--- src/rtl/scanreg_chain.sv ---
// scanreg_chain
// -------------
// Parametrised scan register for a serial test chain. Each instance holds a
// WIDTH-bit shift stage that either captures a parallel word or shifts
// serially in either direction. An optional shadow register decouples the
// functional output from shifting. A saturating counter reports how many
// shifts have happened since the last capture or reset, and a flag marks a
// complete frame.
//
// Vectors are indexed [0:WIDTH-1]. Bit 0 is the leftmost bit of a literal.
//
// Ports
//   clk   : clock; all state updates on the rising edge
//   rst   : synchronous active-high reset (overrides every other control)
//   en    : operation enable; 0 holds stage, cnt and full
//   test  : 0 = parallel capture of data, 1 = serial shift
//   dir   : 0 = shift toward bit WIDTH-1, 1 = shift toward bit 0
//   sin   : serial scan input
//   data  : parallel capture input
//   upd   : update strobe, copies the stage into out (SHADOW=1 only)
//   sout  : serial scan output, taken from the stage end selected by dir
//   out   : functional parallel output
//   cnt   : shifts since last capture/reset, saturating at WIDTH
//   full  : high when cnt == WIDTH
module scanreg_chain #(
  parameter int               WIDTH  = 4,
  parameter bit               SHADOW = 1'b1,
  parameter logic [0:WIDTH-1] INIT   = '0
) (
  input  logic                         clk,
  input  logic                         rst,
  input  logic                         en,
  input  logic                         test,
  input  logic                         dir,
  input  logic                         sin,
  input  logic [0:WIDTH-1]             data,
  input  logic                         upd,
  output logic                         sout,
  output logic [0:WIDTH-1]             out,
  output logic [$clog2(WIDTH+1)-1:0]   cnt,
  output logic                         full
);

  localparam int             CW      = $clog2(WIDTH + 1);
  localparam logic [CW-1:0]  CNT_MAX = CW'(WIDTH);

  logic [0:WIDTH-1] stage_reg;
  logic [0:WIDTH-1] stage_next;
  logic [CW-1:0]    cnt_reg;
  logic [CW-1:0]    cnt_next;
  logic             full_reg;

  // Candidate shift results for both directions. sin enters at the end
  // opposite to the one that sout reads for the same direction.
  logic [0:WIDTH-1] shift_up;   // dir=0: data moves toward bit WIDTH-1
  logic [0:WIDTH-1] shift_dn;   // dir=1: data moves toward bit 0

  assign shift_up[0]       = sin;
  assign shift_dn[WIDTH-1] = sin;

  generate
    for (genvar gi = 1; gi < WIDTH; gi++) begin : g_shift_up
      assign shift_up[gi] = stage_reg[gi-1];
    end
    for (genvar gi = 0; gi < WIDTH - 1; gi++) begin : g_shift_dn
      assign shift_dn[gi] = stage_reg[gi+1];
    end
  endgenerate

  // Next-state selection for the stage and the frame counter.
  always_comb begin
    stage_next = stage_reg;
    cnt_next   = cnt_reg;
    if (en) begin
      if (!test) begin
        stage_next = data;
        cnt_next   = '0;
      end else begin
        stage_next = dir ? shift_dn : shift_up;
        // Saturate rather than wrap so that full stays asserted on over-shift.
        if (cnt_reg != CNT_MAX) begin
          cnt_next = cnt_reg + 1'b1;
        end
      end
    end
  end

  always_ff @(posedge clk) begin
    if (rst) begin
      stage_reg <= INIT;
      cnt_reg   <= '0;
      full_reg  <= 1'b0;
    end else begin
      stage_reg <= stage_next;
      cnt_reg   <= cnt_next;
      // full is registered with cnt so the two never disagree.
      full_reg  <= (cnt_next == CNT_MAX);
    end
  end

  // sout only ever comes from flops; dir picks which end of the stage is
  // presented, so a dir change is visible without waiting for an edge.
  assign sout = dir ? stage_reg[0] : stage_reg[WIDTH-1];
  assign cnt  = cnt_reg;
  assign full = full_reg;

  generate
    if (SHADOW) begin : g_shadow
      logic [0:WIDTH-1] out_reg;

      // The update copies the pre-edge stage, so an update on the same edge
      // as a capture or shift still publishes the old frame.
      always_ff @(posedge clk) begin
        if (rst) begin
          out_reg <= INIT;
        end else if (upd) begin
          out_reg <= stage_reg;
        end
      end

      assign out = out_reg;
    end else begin : g_direct
      // Without a shadow the functional output is the stage itself, and the
      // update strobe has nothing to do.
      logic unused_upd;
      assign unused_upd = upd;
      assign out        = stage_reg;
    end
  endgenerate

endmodule

--- config.mk ---
export PLATFORM = sky130hd
export DESIGN_NAME = scanreg_chain
export DESIGN_NICKNAME = d
export VERILOG_FILES = /design/src/rtl/scanreg_chain.sv
export SDC_FILE = /design/constraint.sdc
export NUM_CORES = 1
export LEC_CHECK = 0
export CAP_MARGIN = 0
export CORE_MARGIN = 1
export CORE_UTILIZATION = 42
export DETAILED_ROUTE_END_ITERATION = 12
export GPL_TIMING_DRIVEN = 0
export PLACE_DENSITY = 0.86
export SLEW_MARGIN = 20
export SYNTH_ARGS = -nofsm -noshare
export SYNTH_HDL_FRONTEND = slang
export SYNTH_SLANG_ARGS = --single-unit
--- constraint.sdc ---
create_clock -name clk -period 2.45 [get_ports clk]
set_clock_uncertainty 0.2 [all_clocks]
set_input_delay 0.6125 -clock clk [delete_from_list [all_inputs] [get_ports clk]]
set_output_delay 0.6125 -clock clk [all_outputs]
set_load 0.005 [all_outputs]
After elaboration in Yosys (flattened, before gate mapping):

Cells that the tools add are included.
W data, S select, Z words.

* bits in registers: 12
* output and inout port bits: 9
* bits of input ports: 11
* logic and storage cells: 13

* equal/unequal tests: 2
* add/sub/neg operators: 1
* mux-type cells: 6

Operators with widths (count)
* $mux W3: 3
* $mux W4: 2
* $add A3 B1 Y3 const B: 1
* $eq A3 B3 Y1 const B: 1
* $ne A3 B3 Y1 const B: 1
* $mux W1: 1

Longest topological paths before layout:

Gate-level depths: netlist of the first run.

* depth in word-level cells: 5
* mapped depth: 5
* gate-level depth less buffers: 5

Least setup slack after synthesis of the first run:

Ideal clock, no wire load.

* kind: in2out
* start point: in dir
* end point: out sout
* setup slack: 0.422 ns
* path buffers: 1
* data arrival time: 1.215 ns
* stages on the path: 2
* data required time: 1.637 ns
* cell sequence: clkbuf_1 > mux2_2

* longest elaborated chain between the ends: 1

Ends and longest elaborated chain
* start, declared: RTL line 34 `input logic dir,`
* $mux W1: RTL line 103 `assign sout = dir ? stage_reg[0] : stage_reg[WIDTH-1];`
* end, declared: RTL line 38 `output logic sout,`

No other way between the ends.

Worst setup path after layout of the first run:

Ends and elaborated chain as after synthesis.

==> impl_metrics.yaml, run 1 <==
die:
  design.core.area_mm2: 0.001301
  top_level_ports: 20
  floorplan.initialDensity: 0.4548
  die_y_um: 39.54
  row_count: 13
  die_w_um: 39.54
  floorplan.die_area_mm2: 0.001563
cells_and_area:
  post_layout_nonfiller_instances: 100
  area_growth_pct: 38.27
  utilization: 0.6288
  drive_gt1_frac: 0.1176
  most_common_library_cell_in_the_layout_ignoring_fill_and_taps: "clkdlybuf4s50_1"
  layout_common_cells: "clkdlybuf4s50_1, dfxtp_1, mux2i_1"
  fin_nets: 99
  final_area_um2: 818.3
  number_of_antenna_diodes: 0
setup_path:
  cp_slowest_cell: "clkdlybuf4s50_1"
  crit_path_cell_trace: "clkbuf_2 > mux2_2 > clkdlybuf4s50_1"
  worst_path_largest_cell_delay_ns: 0.44
  required_ns: 1.64
  crit_path_launch_type: "input pin"
  worst-endpoint-arrival_ns: 1.55
  critPathMaxFanout: 5
  endpoint_kind: "primary output"
  criticalPathCategory: "in2out"
global_route:
  grt_start_max_net_pins: 11
  grtUsageTotal: 0.2078
  grt_first_pass_wirelength_um: 2118
  first_global_vias: 506
  grt_overflow: 0
  number_of_antenna_violations_at_the_first_check_in_global_routing: 0
placement:
  dp.final_hpwl_um: 926.3
  placement.setup.worst_slack_ns: -0.02960
  cell_area_reported_after_detailed_placement_um2: 780.7
  count_of_port_buffers_added_during_placement: 17
  dp_cells: 96
  finalWeightedCongestion: 0.6703
sta:
  setup_tns_ns: 0
  timing_worst_slew_pin_value_ns: 0.4199
  final_max_slew_viol_count: 0
  layout_min_cycle_time_ns: 2.367
  finalCritPeriodShare: 0.9662
  slew_headroom: 0.7200
  hold_ws_ns: 0.3028
  crit_path_setup_slack_layout_ns: 0.08276
  final_hold_vios: 0
  fmax_mhz: 422.4
  rsz0062_at_grt: "no"
  setup_viol: 0
route:
  met1_length_um: 585
  finalWirelength_um: 1253
  via_per_inst: 5.280
  wl_per_cell_um: 12.53
  drtAntennaViolNets: 0
  remaining_drcs: 0
  met2_wirelength_um: 579
  detail_route.iter0.violations: 13
  top_signal_layer_used: "met4"
  route.met3.wl_um: 52
  vias: 528
  drtPass1Iterations: 4
logic_synthesis:
  syn_inst: 64
  postSynth.topFlopCell: "dfxtp_1"
  flops_latches_synth: 12
  seq_area_frac_synth: 0.4059
  synth_async_sr_flop_share: 0
  netlist-cell-type-count: 21
  synthDominantCellAreaShare: 0.4059
  synthesis.yosys.warnings: 0
  syn_area_per_cell_um2: 9.247
  synthesis.area_um2: 591.8
  leading_cell_types_by_total_area_after_synthesis: "dfxtp_1, mux2i_1, a21oi_1"
  netlist.top_cell.by_area: "dfxtp_1"
  syn-num-nets: 77
  synth_edf_count: 0
worst_hold_path:
  tightest_hold_check_type: "reg2reg"
status:
  outcome: "finished clean"
job:
  max-cap-violations: 0
clock_tree:
  cts.htree.levels: 1
  clock_sink_count: 12
  cts_tree: "done"
  cts.reportedPaths.clkPinSlew_ns: 0.07
  worst_skew_pair.late_latency_ns: 0.28
  cts_inserted_buffers: 3
  max-clock-path-buffers: 2
  post_cts_buffers: 0
  cts.root.buffer_cell: "clkbuf_4"
power:
  power.total_uw: 433.2
  pwr_density_cell_mw_per_mm2: 529.5
  static-leakage-power_nw: 0.3407
  power.ir.vdd_worst_mv: 0.3285
[what timing repair did]
item | 4_1_cts | 5_1_grt
endpoints found under the hold margin | 0 | 0
hold buffers | 0 | 0
resized for setup | 1 | 0
endpoints found under the setup margin | 1 | 0
[cells in the mapped netlist (all sizes together) (2+ instances only)]
| master | number |
|---|---|
| ha | 2 |
| nand2b | 4 |
| mux2i | 8 |
| a21o | 4 |
| nor2 | 4 |
| inv | 3 |
| a21oi | 6 |
| o21ai | 5 |
| dfxtp | 12 |
| clkbuf | 4 |
| nand3 | 2 |
[where the power goes]
group | internal (mW) | total (mW) | switching, mW
Clock | 0.0904 | 0.158 | 0.0681
Sequential | 0.203 | 0.210 | 0.00711
Combinational | 0.0386 | 0.0649 | 0.0263
[critical path, delay by kind of cell]
family	cells	cell delay [ns]
buffers and inverters	2	0.60
muxes	1	0.35
[logic make-up after synthesis]
| family | count (synthesis) | synth area share |
|---|---|---|
| AOI/OAI and AO/OA | 17 | 0.1734 |
| adders and majority gates | 2 | 0.04228 |
| buffers and inverters | 8 | 0.05284 |
| DFF | 12 | 0.4059 |
| muxes | 9 | 0.1543 |
| and+or+nand+nor | 16 | 0.1712 |
[cell type report]
type / count / area [um2]
clock buffer: 4 / 36.28
inverter: 3 / 11.26
sequential: 12 / 240.2
timing repair buffer: 17 / 170.2
multi-input combinational: 44 / 320.3
fill: 119 / 483.0
tap: 15 / 18.77
buffer: 5 / 21.27
[layer usage]
metal  GRT usage  vias up
met5           0        -
met4      0.1638        0
met3     0.02273        5
met2      0.3115       13
met1      0.2657      244
li1            -      266
[path summary, 6_finish.rpt]
path	start	to	slack, ns	cells past startpoint
max	dir	sout	0.08	3
min	out[3]$_SDFFE_PP0P_	out[3]$_SDFFE_PP0P_	0.30	2
max reg2reg	cnt[0]$_SDFF_PP0_	full$_SDFF_PP0_	0.55	5
min reg2reg	out[3]$_SDFFE_PP0P_	out[3]$_SDFFE_PP0P_	0.30	2
No activity file was read; power rests on OpenSTA's default activity.
==> inputs of run 2 (changes only) <==
--- a/config.mk
+++ b/config.mk
@@ -5,8 +5,7 @@
 export SDC_FILE = /design/constraint.sdc
 export NUM_CORES = 1
 export LEC_CHECK = 0
-export CAP_MARGIN = 0
-export CORE_MARGIN = 1
+export CORE_MARGIN = 2
 export CORE_UTILIZATION = 42
 export DETAILED_ROUTE_END_ITERATION = 12
 export GPL_TIMING_DRIVEN = 0
==> run 2 against run 1 <==
Hold slack hardly changed. Routed wire length is 2.6% lower. Combinational power hardly changed. Clock power is 3% lower. Register-to-register slack worse by 0.03 ns. Clock-buffer cell count stayed put. Critical endpoint unchanged. Largest cell class unchanged. Critical path type unchanged. Worst setup slack worse by 0.0034 ns. Die area is 10% higher. Via count is 5.9% lower.
==> impl_metrics.yaml, run 2 (synthesis gave the netlist of run 1 again) <==
status:
  outcome: "finished clean"
sta:
  setup_tns_ns: 0
  slew_headroom: 0.7361
  fmax_mhz: 421.8
  final_hold_vios: 0
  rsz0062_at_grt: "no"
  timing_worst_slew_pin_value_ns: 0.3958
  layout_min_cycle_time_ns: 2.371
  finalCritPeriodShare: 0.9676
  setup_viol: 0
  final_max_slew_viol_count: 0
  crit_path_setup_slack_layout_ns: 0.07932
route:
  drtAntennaViolNets: 0
  remaining_drcs: 0
  via_per_inst: 4.970
  drtPass1Iterations: 4
  vias: 497
  wl_per_cell_um: 12.21
  detail_route.iter0.violations: 6
  finalWirelength_um: 1221
global_route:
  gr-usage-met1: 0.1952
  number_of_antenna_violations_at_the_first_check_in_global_routing: 0
  grt_first_pass_wirelength_um: 2201
  grt_use_met2: 0.2594
  gr-max-usage-layer: "met2"
  grt_overflow: 0
  first_global_vias: 489
  globalRouteMet3Util: 0.05652
  grt_start_max_net_pins: 11
  grtUsageTotal: 0.1659
cells_and_area:
  post_layout_nonfiller_instances: 100
  number_of_antenna_diodes: 0
  utilization: 0.6288
  layout_common_cells: "clkdlybuf4s50_1, dfxtp_1, mux2i_1"
  drive_gt1_frac: 0.1176
  regArea_um2: 240.2
  num-fill-cells: 119
  fin_nets: 99
  most_common_library_cell_in_the_layout_ignoring_fill_and_taps: "clkdlybuf4s50_1"
  multiInputGateArea_um2: 320.3
  area_growth_pct: 38.27
power:
  power.total_uw: 427.3
  power.ir.vdd_worst_mv: 0.3595
  pwr_density_cell_mw_per_mm2: 522.2
  static-leakage-power_nw: 0.3407
clock_tree:
  cts.root.buffer_cell: "clkbuf_4"
  worst_skew_pair.late_latency_ns: 0.27
  cts_inserted_buffers: 3
  clock_sink_count: 12
  post_cts_buffers: 0
  cts.htree.levels: 1
  max-clock-path-buffers: 2
  cts_tree: "done"
  cts.reportedPaths.clkPinSlew_ns: 0.07
placement:
  dp_cells: 96
  dp.final_hpwl_um: 910.9
  count_of_port_buffers_added_during_placement: 17
  placement.setup.worst_slack_ns: -0.05116
  finalWeightedCongestion: 0.7310
die:
  top_level_ports: 20
  row_count: 13
  die_w_um: 41.54
  floorplan.die_area_mm2: 0.001725
  design.core.area_mm2: 0.001301
  floorplan.initialDensity: 0.4548
  die_y_um: 41.54
setup_path:
  required_ns: 1.64
  cp_slowest_cell: "clkdlybuf4s50_1"
  endpoint_kind: "primary output"
  criticalPathCategory: "in2out"
  worst-endpoint-arrival_ns: 1.56
  cp-startpoint: "dir"
  crit_path_launch_type: "input pin"
  worst_path_largest_cell_delay_ns: 0.44
  regToRegStartpoint: "cnt[0]$_SDFF_PP0_"
  crit_path_cell_trace: "clkbuf_2 > mux2_2 > clkdlybuf4s50_1"
  critPathMaxFanout: 5
job:
  max-cap-violations: 0
worst_hold_path:
  timing.hold.worst.start: "out[0]$_SDFFE_PP0P_"
  tightest_hold_check_type: "reg2reg"
run 2: cell counts in the layout (fill, tap and decap cells not counted):
Identical to the previous run, type by type.
run 2: critical path: cells and delay by family:
kind     cells  cell delay (ns)
mux          1             0.35
buf+inv      2             0.60
run 2: area by class of cell:
| type | instances | share of cell area |
|---|---|---|
| inverter | 3 | 0.01376 |
| clock buffer | 4 | 0.04434 |
| buffer | 5 | 0.02599 |
| tap | 15 | 0.02294 |
| sequential | 12 | 0.2936 |
| multi-input combinational | 44 | 0.3914 |
| timing repair buffer | 17 | 0.2080 |
run 2: repair_timing:
item,CTS,global route
resized for setup,1,0
hold endpoints to repair,0,0
setup endpoints to repair,1,0
hold buffers,0,0
run 2: through the flow:
step           area (um2)  hold slack, ns
4_1_cts             818.3          0.3036
5_1_grt             818.3          0.3313
2_1_floorplan       591.8          0.2667
3_5_place_dp        780.7          0.2850
6_report            818.3          0.3025
3_3_place_gp        780.7          0.2750
run 2: path summary, 6_finish.rpt:
path | end | slack, ns | depth (start not counted)
worst min register to register | out[0]$_SDFFE_PP0P_ | 0.30 | 2
worst max-delay path | sout | 0.08 | 3
worst min-delay path | out[0]$_SDFFE_PP0P_ | 0.30 | 2
worst max register to register | full$_SDFF_PP0_ | 0.52 | 5
run 2: power by group:
group	switching [mW]	leakage [nW]	internal (mW)
logic	0.0260	0.222	0.0386
registers	0.00721	0.0978	0.203
clock network	0.0625	0.0210	0.0903
run 2: per-layer routing:
layer | up-vias | part of all wire | routed length [um]
met5 | - | 0 | 0
met3 | 4 | 0.061 | 74
met2 | 13 | 0.46 | 560
met1 | 217 | 0.46 | 563
met4 | 0 | 0.019 | 23
li1 | 263 | - | -
==> inputs of run 3 (changes only) <==
--- a/config.mk
+++ b/config.mk
@@ -5,11 +5,11 @@
 export SDC_FILE = /design/constraint.sdc
 export NUM_CORES = 1
 export LEC_CHECK = 0
-export CORE_MARGIN = 2
-export CORE_UTILIZATION = 42
+export CORE_UTILIZATION = 45
+export CTS_BUF_LIST = sky130_fd_sc_hd__clkbuf_8
 export DETAILED_ROUTE_END_ITERATION = 12
 export GPL_TIMING_DRIVEN = 0
-export PLACE_DENSITY = 0.86
+export PLACE_DENSITY = 0.9
 export SLEW_MARGIN = 20
 export SYNTH_ARGS = -nofsm -noshare
 export SYNTH_HDL_FRONTEND = slang
==> run 3 against run 2 <==
Clock-buffer cell count stayed put. Power is 15% higher. Flip-flop and latch count stayed put. Global-route usage is 5.7 points higher. Cell count is 1.0% lower. Hold slack worse by 0.0052 ns. Clock power is 41% higher. Die area is 15% lower. Cell area is 2.1% higher. Highest routed layer unchanged. Combinational power is 3.1% higher. Critical path type unchanged.
==> impl_metrics.yaml, run 3 (synthesis gave the netlist of run 1 again) <==
clock_tree:
  clock_sink_count: 12
  post_cts_buffers: 0
  cts.root.buffer_cell: "clkbuf_8"
  cts.reportedPaths.clkPinSlew_ns: 0.06
  cts_repair_resize_count: 1
  cts.htree.levels: 1
  max-clock-path-buffers: 2
  postCtsHoldBufs: 0
  cts_tree: "done"
  cts_inserted_buffers: 3
  worst_skew_pair.late_latency_ns: 0.24
die:
  die_w_um: 38.27
  row_count: 12
  floorplan.initialDensity: 0.5053
  top_level_ports: 20
  floorplan.die_area_mm2: 0.001464
  die_y_um: 38.27
  design.core.area_mm2: 0.001171
setup_path:
  crit_path_launch_type: "input pin"
  criticalPathCategory: "in2out"
  critPathMaxFanout: 5
  required_ns: 1.64
  crit-reg2reg-capture: "full$_SDFF_PP0_"
  worst-endpoint-arrival_ns: 1.62
  r2r_slack_ns: 0.51
  cp-startpoint: "dir"
  endpoint_kind: "primary output"
  timing.reg2reg.worst_path_depth: 5
  endpoint: "sout"
  regToRegStartpoint: "cnt[0]$_SDFF_PP0_"
sta:
  final_max_slew_viol_count: 0
  setup_viol: 0
  layout_min_cycle_time_ns: 2.428
  rsz0062_at_grt: "no"
  final_hold_vios: 0
  timing_worst_slew_pin_value_ns: 0.4198
  finalCritPeriodShare: 0.9909
  fmax_mhz: 411.9
  hold_ws_ns: 0.2974
  slew_headroom: 0.7201
route:
  drtAntennaViolNets: 0
  drtPass1Iterations: 4
  detail_route.iter0.violations: 3
  finalWirelength_um: 1376
  remaining_drcs: 0
  vias: 529
  via_per_inst: 5.343
  wl_per_cell_um: 13.90
worst_hold_path:
  tightest_hold_check_type: "reg2reg"
  timing.hold.worst.start: "out[2]$_SDFFE_PP0P_"
cells_and_area:
  final_area_um2: 835.8
  layout_common_cells: "clkdlybuf4s50_1, dfxtp_1, mux2i_1"
  utilization: 0.7137
  fin_nets: 99
  number_of_antenna_diodes: 0
  drive_gt1_frac: 0.1176
  area_growth_pct: 41.23
  most_common_library_cell_in_the_layout_ignoring_fill_and_taps: "clkdlybuf4s50_1"
placement:
  count_of_port_buffers_added_during_placement: 17
  finalWeightedCongestion: 0.8701
  dp.final_hpwl_um: 962.8
  cell_area_reported_after_detailed_placement_um2: 779.5
global_route:
  grt_first_pass_wirelength_um: 2187
  first_global_vias: 506
  grt_use_met2: 0.3644
  gr-usage-met1: 0.2806
  globalRouteMet3Util: 0.01744
  number_of_antenna_violations_at_the_first_check_in_global_routing: 0
  grtUsageTotal: 0.2225
  gr-max-usage-layer: "met2"
  grt_overflow: 0
  grt_start_max_net_pins: 11
power:
  power.ir.vdd_worst_mv: 0.3289
  power.total_uw: 493.3
  pwr_density_cell_mw_per_mm2: 590.2
  static-leakage-power_nw: 0.3485
status:
  outcome: "finished clean"
job:
  max-cap-violations: 0
==> run 3: final cells by class <==
cell class,instances,area [um2]
Timing Repair Buffer,17,170.2
Tap cell,14,17.52
Inverter,3,11.26
Buffer,5,21.27
Multi-Input combinational cell,44,320.3
Fill cell,96,335.3
Clock buffer,4,55.05
Sequential cell,12,240.2
==> run 3: through the flow <==
stage                     cells  setup WS (ns)  TNS (ns)
after global placement       95       -0.04061  -0.04061
after CTS                    99        0.02550         0
final                        99        0.02231         0
after detailed placement     95       -0.06353  -0.07711
after global routing         99       0.007720         0
after floorplan              64         0.4222         0
==> run 3: worst max-delay path: stages <==
cell,delay [ns]
clkbuf_2,0.18
mux2_2,0.38
clkdlybuf4s50_1,0.45
==> run 3: where the power goes <==
group / switching, mW / internal [mW]
Clock: 0.0744 / 0.142
Sequential: 0.00722 / 0.203
Combinational: 0.0279 / 0.0387
==> run 3: metal layers <==
layer | part of all wire | vias to the layer above | routed length [um]
li1 | - | 266 | -
met1 | 0.46 | 248 | 633
met2 | 0.50 | 13 | 683
met3 | 0.025 | 2 | 34
met4 | 0.017 | 0 | 24
met5 | 0 | - | 0
==> run 3: how the worst min path moves through the flow <==
stage                                            to  cells after the start
final                           out[2]$_SDFFE_PP0P_                      2
after global routing      stage_reg[0]$_SDFFE_PP0P_                      2
after global placement          out[3]$_SDFFE_PP0P_                      2
after detailed placement        out[0]$_SDFFE_PP0P_                      2
after floorplan           stage_reg[0]$_SDFFE_PP0P_                      2
after CTS                       out[2]$_SDFFE_PP0P_                      2
